==> src/rtl/wb_write_port.sv <==
// wb_write_port: merges pipeline WB and queued long-latency results onto the regfile write port
// optional WBQ_BYPASS_EN: valid ld result loads the outputs directly when queue and WB are idle
module wb_write_port #(
  parameter int DEPTH = 4,
  parameter int WIDTH = 32
) (
  input  logic             clk,
  input  logic             clr,
  input  logic             wb_we,
  input  logic [4:0]       wb_wn,
  input  logic [WIDTH-1:0] wb_d,
  input  logic             ld_valid,
  input  logic [4:0]       ld_wn,
  input  logic [WIDTH-1:0] ld_d,
  output logic             ld_ready,
  output logic             we,
  output logic [4:0]       wn,
  output logic [WIDTH-1:0] d,
  output logic [31:0]      pend
);
  localparam int AW = $clog2(DEPTH);
  logic [DEPTH-1:0] vld, vld_n;
  logic [4:0]       qwn [DEPTH];
  logic [WIDTH-1:0] qd  [DEPTH];
  logic [AW-1:0]    hd, tl;
  logic [AW:0]      cnt;
  logic             wb_act, hd_v, pop, xfer, drop, byp, enq;
  assign wb_act   = wb_we && |wb_wn;
  assign ld_ready = cnt != (AW+1)'(DEPTH);
  assign xfer     = ld_valid && ld_ready;
  assign drop     = ~|ld_wn || (wb_act && ld_wn == wb_wn);
  // valid bits are cleared on pop, so a set bit always marks an occupied slot
  assign hd_v     = vld[hd];
  assign pop      = |cnt && (!hd_v || !wb_act);
`ifdef WBQ_BYPASS_EN
  assign byp      = xfer && !drop && !wb_act && ~|vld;
`else
  assign byp      = 1'b0;
`endif
  assign enq      = xfer && !drop && !byp;
  always_comb begin
    vld_n = vld;
    if (pop) vld_n[hd] = 1'b0;
    for (int i = 0; i < DEPTH; i++)
      if (wb_act && qwn[i] == wb_wn) vld_n[i] = 1'b0;
    if (enq) vld_n[tl] = 1'b1;
  end
  always_ff @(posedge clk or posedge clr) begin
    if (clr) begin
      vld <= '0;
      hd  <= '0;
      tl  <= '0;
      cnt <= '0;
    end else begin
      vld <= vld_n;
      hd  <= hd + AW'(pop);
      tl  <= tl + AW'(enq);
      cnt <= cnt + {{AW{1'b0}}, enq} - {{AW{1'b0}}, pop};
    end
  end
  always_ff @(posedge clk) begin
    if (enq) begin
      qwn[tl] <= ld_wn;
      qd[tl]  <= ld_d;
    end
  end
  always_ff @(posedge clk or posedge clr) begin
    if (clr) begin
      we <= 1'b0;
      wn <= '0;
      d  <= '0;
    end else if (wb_act) begin
      we <= 1'b1;
      wn <= wb_wn;
      d  <= wb_d;
    end else if (hd_v) begin
      we <= 1'b1;
      wn <= qwn[hd];
      d  <= qd[hd];
    end else if (byp) begin
      we <= 1'b1;
      wn <= ld_wn;
      d  <= ld_d;
    end else begin
      we <= 1'b0;
    end
  end
  always_comb begin
    pend = '0;
    for (int i = 0; i < DEPTH; i++)
      if (vld[i]) pend[qwn[i]] = 1'b1;
    if (we) pend[wn] = 1'b1;
    pend[0] = 1'b0;
  end
endmodule

==> config.mk <==
export PLATFORM = sky130hd
export DESIGN_NAME = wb_write_port
export DESIGN_NICKNAME = d
export VERILOG_FILES = /design/src/rtl/wb_write_port.sv
export SDC_FILE = /design/constraint.sdc
export NUM_CORES = 1
export LEC_CHECK = 0
export ABC_AREA = 1
export CORE_ASPECT_RATIO = 0.8
export CORE_MARGIN = 5
export CORE_UTILIZATION = 50
export CTS_CLUSTER_DIAMETER = 100
export CTS_CLUSTER_SIZE = 12
export DETAILED_ROUTE_END_ITERATION = 10
export PLACE_DENSITY = 0.75
export RECOVER_POWER = 25
export SETUP_SLACK_MARGIN = 0.1
export SLEW_MARGIN = 20
export SYNTH_ARGS = -nofsm -noshare
export SYNTH_HDL_FRONTEND = slang
export SYNTH_SLANG_ARGS = --single-unit
export TNS_END_PERCENT = 10
==> constraint.sdc <==
create_clock -name clk -period 5.98 [get_ports clk]
set_input_delay 1.495 -clock clk [delete_from_list [all_inputs] [get_ports clk]]
set_output_delay 1.495 -clock clk [all_outputs]
set_load 0.03 [all_outputs]
==> reports/results.tsv, run 1 <==
metric	value	unit
vias	7938	
fp.dieH	133	um
p_total	5.67	mW
stdcell_area	11700	um^2
antenna_found_initial	5	
gr-total-overflow	0	
multi_input_comb_area	3270	um^2
place_hpwl	18000	um
ant_nets	0	
period_minus_slack	4.47	ns
ys_ff_latch	197	
drc	0	
cts-resized-gates	0	
worst-endpoint-required	4.49	ns
grtUsageTotal	0.247	
power.share.clock	0.198	
final_common_cell	nand2_1	
yosysWarnings	0	
htreeDepth	4	
setup.worst_path.end	pend[25]	
cts_buffer_depth	2	
cap_violations	0	
p_per_area	486	nW/um^2
r2r_slack	2.32	ns
critPathMaxFanout	6	
hold_class	flip-flop to flip-flop	
grt_pass1_vias	7419	
finalSetupViolCount	0	
async_reset_ff_frac	0.249	
rows	45	
ios	149	
crit_arrival	2.97	ns
p_comb_frac	0.431	
power_leakage	4.46	nW
wirelength	27000	um
portBuffers	147	
seqPwrFrac	0.370	
worst_hold_slack	0.509	ns
avgSynthCellArea	9.67	um^2
fp.dieW	164	um
finalCritPeriodShare	0.747	
fin_setup_tns	0	ns
r2r_start	hd[1]$_DFF_PP0_	
cts_tree	yes	
synth_cell_types	35	
ys_seq_area_frac	0.600	
critical_path_class	flip-flop to output port	
swShare	0.426	
cts_buffers	17	
final_cell_count_no_fill	1377	
grt_max_degree	81	
clk_latency	0.43	ns
layout_common_cells	249 x nand2_1, 164 x nand3_1, 148 x edfxtp_1	
regArea	5670	um^2
wire_per_inst	19.6	um
end_kind	output port	
placed_area	11100	um^2
detail_route.iter0.violations	1006	
status	complete, no violations	
fin_nets	1188	
layout_setup_ws	1.51	ns
clock_skew	0.0113	ns
dp_cells	1343	
p_int	3.26	mW
startpoint	qwn[1][1]$_DFFE_PP_	
area_growth	23.6	%
hold_viol_final	0	
worstRegToRegCells	13	
utilization	0.623	
n_fill_cell	1487	
vdd_drop_max	0.300	mV
slew_headroom	0.267	
ctsHoldBuffers	0	
synthesis.instances	977	
synth_area	9450	um^2
avgViaCountPerCell	5.76	
rsz0062_at_grt	false	
synth_edf_count	148	
synthFlopType	edfxtp_1	
syn_nets	1060	
root_buffer	clkbuf_16	
drive_gt1_frac	0.0581	
dr.pass1.iters	7	
dieArea	21800	um^2
drv_slew	0	
clk_pin_slew_worst_paths	0.07	ns
place_ws	1.46	ns
numClockSinks	197	
start_util	0.504	
fmax	0.224	GHz
grt_pass1_wl	41500	um
place_congestion	1.02	
r2r-end	cnt[2]$_DFF_PP0_	
tightest_slew	1.10	ns
post_cts_buffers	0	
core	18700	um^2
power_switching	2.42	mW
worstSetupStartpointType	flip-flop	
-- logic make-up after synthesis --
family	count (synthesis)	synth area share
adders and majority gates	5	0.00742
xor gates and xnor gates	21	0.0195
and+or+nand+nor	550	0.259
DFF	197	0.600
other	1	0.000397
AOI/OAI and AO/OA	84	0.0580
buffers and inverters	119	0.0560
-- how the worst min path moves through the flow --
stage	end	start	cells past startpoint	slack, ns
2_1_floorplan	tl[1]$_DFF_PP0_	tl[1]$_DFF_PP0_	1	0.50
5_1_grt	d[24]$_DFFE_PP0P_	d[24]$_DFFE_PP0P_	2	0.54
6_report	d[3]$_DFFE_PP0P_	d[3]$_DFFE_PP0P_	2	0.51
3_5_place_dp	d[2]$_DFFE_PP0P_	d[2]$_DFFE_PP0P_	2	0.50
3_3_place_gp	d[26]$_DFFE_PP0P_	d[26]$_DFFE_PP0P_	2	0.49
4_1_cts	d[3]$_DFFE_PP0P_	d[3]$_DFFE_PP0P_	2	0.51
-- state kept, by name, summed over array words and instances, names as in the netlist --
name / count
vld: 4
tl: 2
wn: 5
hd: 2
d: 32
qwn: 20
cnt: 3
qd: 128
we: 1
-- power by group through the flow --
stage / combinational (mW) / clock [mW] / sequential, mW
floorplan: 1.35 / 0 / 2.30
global placement: 2.41 / 0 / 2.11
detailed placement: 2.42 / 0 / 2.12
CTS: 2.44 / 1.14 / 2.09
global route: 2.65 / 1.20 / 2.14
finish: 2.45 / 1.13 / 2.10
-- per-layer routing --
layer | wire (um) | vias up | GRT usage
li1 | - | 3658 | -
met1 | 11400 | 3732 | 0.361
met2 | 11900 | 489 | 0.358
met3 | 3160 | 51 | 0.0869
met4 | 459 | 8 | 0.0498
met5 | 51 | - | 0
-- layout make-up --
| type | instances | share of cell area |
|---|---|---|
| inverters | 71 | 0.0228 |
| well taps | 258 | 0.0276 |
| clock inverters | 15 | 0.0140 |
| flip-flops and latches | 197 | 0.485 |
| multi-input cells | 661 | 0.280 |
| diodes | 1 | 0.000214 |
| repair buffers | 157 | 0.133 |
| clock buffers | 17 | 0.0364 |
-- worst max-delay path, cell delays in order (launching register included) --
cell and delay, ns:
edfxtp_1 0.50, nor3_1 0.87, inv_1 0.21, o211ai_1 0.25, clkdlybuf4s50_1 0.70
-- synth_stat cells, drive strengths merged (2+ instances only) --
library cell,instances,share of area
a21oi,29,0.015
a22oi,6,0.0048
a31oi,2,0.0013
buf,44,0.026
clkbuf,4,0.0016
dfrtp,49,0.13
edfxtp,148,0.47
ha,4,0.0053
inv,71,0.028
nand2,251,0.10
nand3,164,0.087
nand4,35,0.023
nor2,66,0.027
nor3,19,0.011
o2111ai,10,0.0093
o211ai,10,0.0079
o21ai,6,0.0032
o221ai,4,0.0037
o22a,4,0.0037
o22ai,12,0.0079
or2,14,0.0093
xnor2,11,0.010
xor2,10,0.0093
Power figures use the tool's default switching activity.
==> run 2: changes to the inputs <==
- clock period: 5.98 -> 4.4 ns (I/O delays scaled with it)
==> run 2 against run 1 <==
Compared with the run above: largest power group unchanged; non-clock buffer count grew 5; setup slack lost 0.99 ns; highest routed layer is now met4; power grew 37%; worst hold slack gained 0.0021 ns; final cell count grew 0.58%.
==> reports/results.tsv, run 2 (synthesis gave the netlist of run 1 again) <==
metric	value	unit	change
slew_headroom	0.255		-0.0116
crit_arrival	2.78	ns	-0.19 ns
ant_nets	0		unchanged
vias	8014		+0.96%
rows	45		unchanged
seqPwrFrac	0.366		-0.004
worstSetupStartpointType	flip-flop		
place_congestion	1.00		-1.7%
grtUsageTotal	0.256		+0.00920
drive_gt1_frac	0.0623		+0.00419
htreeDepth	4		unchanged
grt.busiest_layer	met1		
clk_pin_slew_worst_paths	0.08	ns	about the same
cts-resized-gates	0		unchanged
root_buffer	clkbuf_16		
numClockSinks	197		unchanged
vdd_drop_max	0.550	mV	+83%
gr-usage-met1	0.394		+0.0324
p_per_area	661	nW/um^2	+36%
cts_tree	yes		
p_comb_frac	0.433		+0.002
dieArea	21800	um^2	unchanged
swShare	0.433		+0.00729
drv_slew	0		unchanged
antenna_found_initial	4		-1
power_switching	3.37	mW	+39%
cts_buffers	17		unchanged
core	18700	um^2	unchanged
fmax	0.258	GHz	
drc	0		unchanged
gr-total-overflow	0		unchanged
clk_latency	0.43	ns	about the same
end_kind	output port		
wirelength	27800	um	+3.1%
power.share.clock	0.201		+0.003
area_growth	24.5	%	
finalCritPeriodShare	0.882		
cap_violations	0		unchanged
grt_pass1_wl	42600	um	+2.8%
ios	149		unchanged
place_hpwl	18500	um	+2.7%
detail_route.iter0.violations	805		-20%
clock_skew	0.0145	ns	+0.00321 ns
portBuffers	147		unchanged
hold_class	flip-flop to flip-flop		
hold_viol_final	0		unchanged
grt_pass1_vias	7492		+0.98%
rsz0062_at_grt	false		
p_int	4.41	mW	+35%
use_met2	0.362		+0.00413
wire_per_inst	20.1	um	+2.5%
placed_area	11100	um^2	+0.63%
tightest_slew	1.11	ns	+0.0174 ns
reg_top3	qd (128), d (32), qwn (20)		
period_minus_slack	3.88	ns	
dr.pass1.iters	5		-2
cts_buffer_depth	2		unchanged
final_common_cell	nand2_1		
post_cts_buffers	0		unchanged
start_util	0.504		unchanged
grt_max_degree	81		unchanged
largest_reg_flops	128		unchanged
regMostFlops	qd		
critPathMaxFanout	7		+1
fp.dieW	164	um	unchanged
critical_path_class	flip-flop to output port		
stdcell_area	11800	um^2	+0.70%
fin_nets	1193		+0.42%
worst-endpoint-required	3.30	ns	-1.19 ns
fp.dieH	133	um	unchanged
grtUsageMet3	0.0638		-0.0230
ctsHoldBuffers	0		unchanged
power_leakage	4.49	nW	+0.87%
fin_setup_tns	0	ns	unchanged
avgViaCountPerCell	5.79		+0.37%
layout_common_cells	249 x nand2_1, 164 x nand3_1, 148 x edfxtp_1		
finalSetupViolCount	0		unchanged
status	complete, no violations		
-- run 2: cell count changes in the layout (fill, tap and decap cells not counted), moves of 2 or more --
| cell | change |
|---|---|
| inv_6 | -2 |
| clkinv_8 | +3 |
| inv_12 | +2 |
| buf_4 | +4 |
| diode_2 | +3 |
-- run 2: final timing paths --
| check | startpoint | to | slack, ns | cells after the start |
|---|---|---|---|---|
| setup / recovery | qwn[1][4]$_DFFE_PP_ | pend[18] | 0.52 | 6 |
| hold / removal | d[4]$_DFFE_PP0P_ | d[4]$_DFFE_PP0P_ | 0.51 | 2 |
| setup reg to reg | hd[1]$_DFF_PP0_ | cnt[2]$_DFF_PP0_ | 0.68 | 13 |
| hold reg to reg | d[4]$_DFFE_PP0P_ | d[4]$_DFFE_PP0P_ | 0.51 | 2 |
| max in group asynchronous | clr | d[15]$_DFFE_PP0P_ | 2.46 | 3 |
| min in group asynchronous | clr | d[4]$_DFFE_PP0P_ | 1.21 | 2 |
-- run 2: cell type report --
class | count | area [um^2]
clock buffers | 17 | 425
diodes | 4 | 10.0
repair buffers | 162 | 1610
inverters | 71 | 267
clock inverters | 15 | 188
fillers | 1505 | 6990
multi-input cells | 661 | 3270
flip-flops and latches | 197 | 5670
well taps | 258 | 323
-- run 2: stage by stage --
stage | hold WS [ns] | utilization | worst slack (ns) | power, mW | std cells
2_1_floorplan | 0.499 | - | 1.28 | 4.95 | 977
3_3_place_gp | 0.490 | 0.594 | 0.752 | 6.19 | 1349
3_5_place_dp | 0.497 | 0.594 | 0.671 | 6.24 | 1349
4_1_cts | 0.515 | 0.627 | 0.612 | 7.80 | 1381
5_1_grt | 0.545 | 0.627 | 0.377 | 8.20 | 1384
6_report | 0.511 | 0.627 | 0.520 | 7.78 | 1385
-- run 2: critical path: stages (launching register included) --
cell             delay, ns
edfxtp_1              0.57
inv_1                 0.15
nor3_1                0.53
inv_1                 0.11
o21ai_0               0.15
or2_2                 0.13
clkdlybuf4s50_1       0.71
-- run 2: layer usage --
layer  up-vias  routed length [um]
met2       460               12200
met4         0                 414
met5         -                   0
li1       3668                   -
met1      3839               12000
met3        47                3120
-- run 2: power by group through the flow --
| stage | clock, mW | sequential [mW] | combinational (mW) |
|---|---|---|---|
| finish | 1.56 | 2.85 | 3.37 |
| floorplan | 0 | 3.12 | 1.83 |
| global route | 1.67 | 2.90 | 3.64 |
| detailed placement | 0 | 2.88 | 3.36 |
| global placement | 0 | 2.86 | 3.33 |
| CTS | 1.58 | 2.84 | 3.38 |
==> run 3: changes to the inputs <==
- ABC_CLOCK_PERIOD_IN_PS: not set -> 4400
==> results of run 3 <==
Same layout as run 2: the final DEF is identical, and so are final timing and power.
